--- config.mk ---
export PLATFORM = sky130hd
export DESIGN_NAME = safety_mem_port_arbiter
export DESIGN_NICKNAME = d
export VERILOG_FILES = /design/src/rtl/safety_mem_port_arbiter.sv
export SDC_FILE = /design/constraint.sdc
export NUM_CORES = 1
export LEC_CHECK = 0
export ABC_CLOCK_PERIOD_IN_PS = 2200
export BUFFER_PORTS_ARGS = -buffer_cell sky130_fd_sc_hd__buf_2
export CAP_MARGIN = 20
export CORE_AREA = 2 2 123 125
export CTS_BUF_LIST = sky130_fd_sc_hd__clkbuf_4
export CTS_CLUSTER_DIAMETER = 30
export CTS_CLUSTER_SIZE = 16
export DETAILED_ROUTE_END_ITERATION = 16
export DIE_AREA = 0 0 125 127
export GPL_TIMING_DRIVEN = 1
export HOLD_SLACK_MARGIN = 0.06
export PLACE_DENSITY_LB_ADDON = 0.1
export SETUP_SLACK_MARGIN = 0.15
export SYNTH_ARGS = -nofsm -noshare
export SYNTH_HDL_FRONTEND = slang
export SYNTH_SLANG_ARGS = --single-unit
--- constraint.sdc ---
create_clock -name clk_i -period 2.2 [get_ports clk_i]
set_input_delay 0.11 -clock clk_i [delete_from_list [all_inputs] [get_ports clk_i]]
set_output_delay 0.11 -clock clk_i [all_outputs]
set_load 0.01 [all_outputs]
--- src/rtl/safety_mem_port_arbiter.sv ---
// safety_mem_port_arbiter
// Shares one OBI-style memory port between the core data port (P0) and the
// shadow port (P1). Round-robin selection, a request hold while the memory
// stalls, in-order response routing through an owner FIFO and a limit on
// accepted-but-unanswered transactions.
//
// Ports
//   clk_i, rst_i                    clock, synchronous active-high reset
//   p{0,1}_req/we/be/addr/wdata_i   requester side request
//   p{0,1}_gnt_o                    request accepted this cycle
//   p{0,1}_rvalid/rdata/err_o       requester side response
//   mem_req/we/be/addr/wdata_o      request to memory (combinational)
//   mem_gnt/rvalid/rdata/err_i      memory handshake and response
//   protocol_err_o                  sticky: response seen with nothing outstanding
//
// Optional feature macro: SAFETY_ARB_PERF_CNT_EN
//   Adds saturating 32-bit counters p0_gnt_cnt_o, p1_gnt_cnt_o, contention_cnt_o.
module safety_mem_port_arbiter #(
  parameter int unsigned AddrWidth      = 32,
  parameter int unsigned DataWidth      = 32,
  parameter int unsigned MaxOutstanding = 2
) (
  input  logic                   clk_i,
  input  logic                   rst_i,
  input  logic                   p0_req_i,
  output logic                   p0_gnt_o,
  input  logic                   p0_we_i,
  input  logic [DataWidth/8-1:0] p0_be_i,
  input  logic [AddrWidth-1:0]   p0_addr_i,
  input  logic [DataWidth-1:0]   p0_wdata_i,
  output logic                   p0_rvalid_o,
  output logic [DataWidth-1:0]   p0_rdata_o,
  output logic                   p0_err_o,
  input  logic                   p1_req_i,
  output logic                   p1_gnt_o,
  input  logic                   p1_we_i,
  input  logic [DataWidth/8-1:0] p1_be_i,
  input  logic [AddrWidth-1:0]   p1_addr_i,
  input  logic [DataWidth-1:0]   p1_wdata_i,
  output logic                   p1_rvalid_o,
  output logic [DataWidth-1:0]   p1_rdata_o,
  output logic                   p1_err_o,
  output logic                   mem_req_o,
  output logic                   mem_we_o,
  output logic [DataWidth/8-1:0] mem_be_o,
  output logic [AddrWidth-1:0]   mem_addr_o,
  output logic [DataWidth-1:0]   mem_wdata_o,
  input  logic                   mem_gnt_i,
  input  logic                   mem_rvalid_i,
  input  logic [DataWidth-1:0]   mem_rdata_i,
  input  logic                   mem_err_i,
`ifdef SAFETY_ARB_PERF_CNT_EN
  output logic [31:0]            p0_gnt_cnt_o,
  output logic [31:0]            p1_gnt_cnt_o,
  output logic [31:0]            contention_cnt_o,
`endif
  output logic                   protocol_err_o
);

  localparam int unsigned BeWidth  = DataWidth / 8;
  localparam int unsigned PtrWidth = (MaxOutstanding > 1) ? $clog2(MaxOutstanding) : 1;
  localparam int unsigned CntWidth = $clog2(MaxOutstanding + 1);

  logic                      rr_q;          // port granted last; 1 after reset so P0 wins first
  logic                      hold_q;
  logic                      hold_sel_q;
  logic [MaxOutstanding-1:0] owner_q;
  logic [PtrWidth-1:0]       wr_ptr_q;
  logic [PtrWidth-1:0]       rd_ptr_q;
  logic [CntWidth-1:0]       count_q;
  logic                      protocol_err_q;

  logic sel;
  logic sel_valid;
  logic sel_req;
  logic fifo_full;
  logic fifo_empty;
  logic handshake;
  logic pop;
  logic head_owner;

  // Port selection: a stalled request keeps its port, otherwise round-robin
  always_comb begin
    sel_valid = 1'b0;
    sel       = 1'b0;
    if (hold_q) begin
      sel_valid = 1'b1;
      sel       = hold_sel_q;
    end else if (p0_req_i && p1_req_i) begin
      sel_valid = 1'b1;
      sel       = ~rr_q;
    end else if (p0_req_i) begin
      sel_valid = 1'b1;
      sel       = 1'b0;
    end else if (p1_req_i) begin
      sel_valid = 1'b1;
      sel       = 1'b1;
    end
  end

  assign fifo_full  = (count_q == CntWidth'(MaxOutstanding));
  assign fifo_empty = (count_q == '0);
  assign sel_req    = sel ? p1_req_i : p0_req_i;
  // A same-cycle pop does not free a slot, keeping rvalid out of the grant path
  assign mem_req_o  = sel_valid & sel_req & ~fifo_full;
  assign handshake  = mem_req_o & mem_gnt_i;
  assign p0_gnt_o   = handshake & ~sel;
  assign p1_gnt_o   = handshake & sel;

  // Request payload mux
  always_comb begin
    mem_we_o    = 1'b0;
    mem_be_o    = '0;
    mem_addr_o  = '0;
    mem_wdata_o = '0;
    if (sel_valid) begin
      if (sel) begin
        mem_we_o    = p1_we_i;
        mem_be_o    = p1_be_i;
        mem_addr_o  = p1_addr_i;
        mem_wdata_o = p1_wdata_i;
      end else begin
        mem_we_o    = p0_we_i;
        mem_be_o    = p0_be_i;
        mem_addr_o  = p0_addr_i;
        mem_wdata_o = p0_wdata_i;
      end
    end
  end

  // Response routing to the owner at the FIFO head
  assign pop         = mem_rvalid_i & ~fifo_empty;
  assign head_owner  = owner_q[rd_ptr_q];
  assign p0_rvalid_o = pop & ~head_owner;
  assign p1_rvalid_o = pop & head_owner;
  assign p0_err_o    = pop & ~head_owner & mem_err_i;
  assign p1_err_o    = pop & head_owner & mem_err_i;
  assign p0_rdata_o  = mem_rdata_i;
  assign p1_rdata_o  = mem_rdata_i;

  assign protocol_err_o = protocol_err_q;

  // Arbitration state, owner FIFO and sticky protocol error
  always_ff @(posedge clk_i) begin
    if (rst_i) begin
      rr_q           <= 1'b1;
      hold_q         <= 1'b0;
      hold_sel_q     <= 1'b0;
      owner_q        <= '0;
      wr_ptr_q       <= '0;
      rd_ptr_q       <= '0;
      count_q        <= '0;
      protocol_err_q <= 1'b0;
    end else begin
      hold_q     <= mem_req_o & ~mem_gnt_i;
      hold_sel_q <= sel;
      if (handshake) begin
        rr_q              <= sel;
        owner_q[wr_ptr_q] <= sel;
        wr_ptr_q          <= (wr_ptr_q == PtrWidth'(MaxOutstanding - 1)) ? '0
                                                                         : wr_ptr_q + PtrWidth'(1);
      end
      if (pop) begin
        rd_ptr_q <= (rd_ptr_q == PtrWidth'(MaxOutstanding - 1)) ? '0
                                                               : rd_ptr_q + PtrWidth'(1);
      end
      if (handshake && !pop) begin
        count_q <= count_q + CntWidth'(1);
      end else if (!handshake && pop) begin
        count_q <= count_q - CntWidth'(1);
      end
      if (mem_rvalid_i && fifo_empty) begin
        protocol_err_q <= 1'b1;
      end
    end
  end

`ifdef SAFETY_ARB_PERF_CNT_EN
  logic contention;
  assign contention = p0_req_i & p1_req_i & ~(p0_gnt_o & p1_gnt_o);

  // Saturating performance counters
  always_ff @(posedge clk_i) begin
    if (rst_i) begin
      p0_gnt_cnt_o     <= '0;
      p1_gnt_cnt_o     <= '0;
      contention_cnt_o <= '0;
    end else begin
      if (p0_gnt_o && (p0_gnt_cnt_o != '1)) begin
        p0_gnt_cnt_o <= p0_gnt_cnt_o + 32'd1;
      end
      if (p1_gnt_o && (p1_gnt_cnt_o != '1)) begin
        p1_gnt_cnt_o <= p1_gnt_cnt_o + 32'd1;
      end
      if (contention && (contention_cnt_o != '1)) begin
        contention_cnt_o <= contention_cnt_o + 32'd1;
      end
    end
  end
`endif

endmodule
==> out/metrics.cfg <==
[run_status]
run_status = completed

[setup_path]
cp.arrival_ns = 1.78
max_stage_delay_ns = 0.42
critPathSlowestCell = dfxtp_2
path_cells = nor2b_1, a22oi_2, clkbuf_16, nand2_1, a21oi_1, buf_2
cp_top_family = buffers and inverters
path_max_fanout = 37
cp_num_buf_inv = 2
crit_required_ns = 2.09
worstSetupPathType = reg2out
crit_path_end_kind = output port
crit_path_start_kind = flop

[global_routing]
antenna_found_initial = 0
overflow = 0
grt_max_degree = 74
grt_pass1_vias = 2705
grt_first_pass_wirelength_um = 12400
grt_usage_pct = 9.30

[die]
rows = 44
die-area_um2 = 15900
die_h_um = 127
die_x_um = 125
ios = 318
initial_core_util_pct = 13.3
coreArea_um2 = 14400

[sta]
tightest_slew_ns = 0.445
max_slew_margin_pct = 70.3
rsz0062_at_grt = true
setup_tns_ns = 0
clock_skew_ns = 0.00660
period_minus_slack_ns = 1.89
drv_slew = 0
min_period_over_period_pct = 85.9
hold_viol = 0
finalSetupViolations = 0
max_freq_mhz = 529

[drt]
vias = 2662
dr.pass1.iters = 4
ant_nets = 0
drc = 0
drt-total-wl_um = 8390
wire_per_inst_um = 12.4
drt_iter0_drc = 84
viasPerCell = 3.93

[layout]
fin_nets = 672
area_growth_pct = 47.4
fin_area_um2 = 2840
drive_gt1_share_pct = 48.1
n_antenna_cell = 0

[logic_synthesis]
yosysUniqueCellTypes = 27
async_flop_share_pct = 0
syn_inst = 347
ys_warn_count = 0
synth-main-ff-cell = dfxtp_1
ys_ff_latch = 10
ys_seq_area_share_pct = 10.4
avgSynthCellArea_um2 = 5.55
synth_area_um2 = 1920
synth_fp_nets = 525
synth_edf_count = 0

[clock_network]
clock-sinks = 10
clockRootBuffer = clkbuf_4
clockBufferDepth = 2
clk_latency_ns = 0.27
cts_buffers = 3
path_clk_slew_ns = 0.07
htreeDepth = 1
cts_tree = yes
post_cts.repair.setup_buffers = 0

[pwr]
ir_drop_v = 0.000116
power_density_nw_per_um2 = 505
p_leak_nw = 1.59

[worst_hold_path]
hold_class = in2reg

[placement]
routabilityCongestion = 0.757
dpl.hpwl_um = 6190
io_buffers = 221
postPlaceCellArea_um2 = 2780

[job]
drv_cap = 0

cell usage in the layout (no fill, tap or decap), drive strengths merged:
cell type	n
and2	2
xor2	3
dlygate4sd3	1
a211oi	1
o21bai	1
ha	1
buf	228
a2111oi	1
xnor2	1
dfxtp	10
nand2	139
a22oi	1
clkinv	1
o21ai	2
and4b	1
nor2b	3
a21oi	73
mux2i	2
or3	1
a311oi	2
nor3	1
inv	2
a22o	1
nor2	9
clkbuf	4
nor3b	2
flip-flops by register name, indices dropped and copies added, names as in the netlist:
name	cells
rd_ptr_q	1
owner_q	2
hold_q	1
rr_q	1
count_q	2
wr_ptr_q	1
hold_sel_q	1
protocol_err_o	1
where the power goes:
| part | switching (W) | internal, W | leakage, nW | total, W |
|---|---|---|---|---|
| sequential | 0.0000472 | 0.000227 | 0.0828 | 0.000274 |
| combinational | 0.000560 | 0.000461 | 1.49 | 0.00102 |
| clock | 0.0000709 | 0.0000656 | 0.0154 | 0.000136 |
cells in the mapped netlist (all sizes together) (3+ instances only):
| library cell | count | area share, % |
|---|---|---|
| clkbuf | 19 | 3.7 |
| buf | 69 | 26 |
| xor2 | 3 | 1.4 |
| nand2 | 139 | 27 |
| nor2 | 9 | 1.8 |
| dfxtp | 10 | 10 |
| nor2b | 3 | 0.98 |
| a21oi | 73 | 19 |
per-stage QoR:
stage	util (%)	std cells	hold slack, ns	power, W	worst slack (ns)
after floorplan	-	347	0.186	0.000955	0.303
after global placement	19.2	671	0.220	0.00130	0.381
after detailed placement	19.2	671	0.220	0.00129	0.381
after CTS	19.5	676	0.0924	0.00144	0.196
after global routing	19.7	677	0.101	0.00159	0.147
final	19.7	677	0.104	0.00143	0.310
per-layer routing:
| layer | share of wire (%) | routed length [um] | track usage [%] | vias up |
|---|---|---|---|---|
| li1 | - | - | - | 1346 |
| met1 | 39 | 3290 | 10.3 | 1171 |
| met2 | 52 | 4390 | 18.2 | 134 |
| met3 | 7.3 | 612 | 1.93 | 11 |
| met4 | 1.3 | 105 | 2.16 | 0 |
| met5 | 0 | 0 | 0 | - |
cell families (layout without fill, tap and decap cells):
logic type	Yosys count	count (layout)	share of synthesized area, %
muxes	2	2	1.04
AOI/OAI and AO/OA	82	82	23.5
DFF	10	10	10.4
xor gates and xnor gates	4	4	1.82
and+or+nand+nor	158	158	32.4
adders and majority gates	1	1	0.650
buffers and inverters	90	236	30.2
what timing repair did:
action                                  4_1_cts  5_1_grt
gates resized for setup                       0        5
endpoints found under the hold margin         1        0
hold buffers                                  1        0
endpoints found under the setup margin        0       66
cell type report:
type,instances,area [um2]
clock buffer,3,22.5
clock inverter,1,3.75
fill,1680,11600
inverter,2,7.51
multi-input combinational,247,1150
sequential,10,201
tap,184,230
timing repair buffer,230,1220
final timing paths:
kind                               startpoint                     endpoint  slack [ns]  cells past startpoint
hold reg to reg   protocol_err_o$_SDFFE_PP0P_  protocol_err_o$_SDFFE_PP0P_        0.48                      2
hold / removal                   mem_rvalid_i  protocol_err_o$_SDFFE_PP0P_        0.10                      3
setup / recovery            hold_q$_SDFF_PP0_               mem_wdata_o[9]        0.31                      6
setup reg to reg        hold_sel_q$_SDFF_PP0_      count_q[1]$_SDFFE_PP0P_        0.38                      5
tightest hold or removal path, cell delays in order:
cell,delay [ns]
buf_2,0.10
a21oi_1,0.06
nor2_1,0.07
Note: power is estimated with default switching activity, not from simulation.
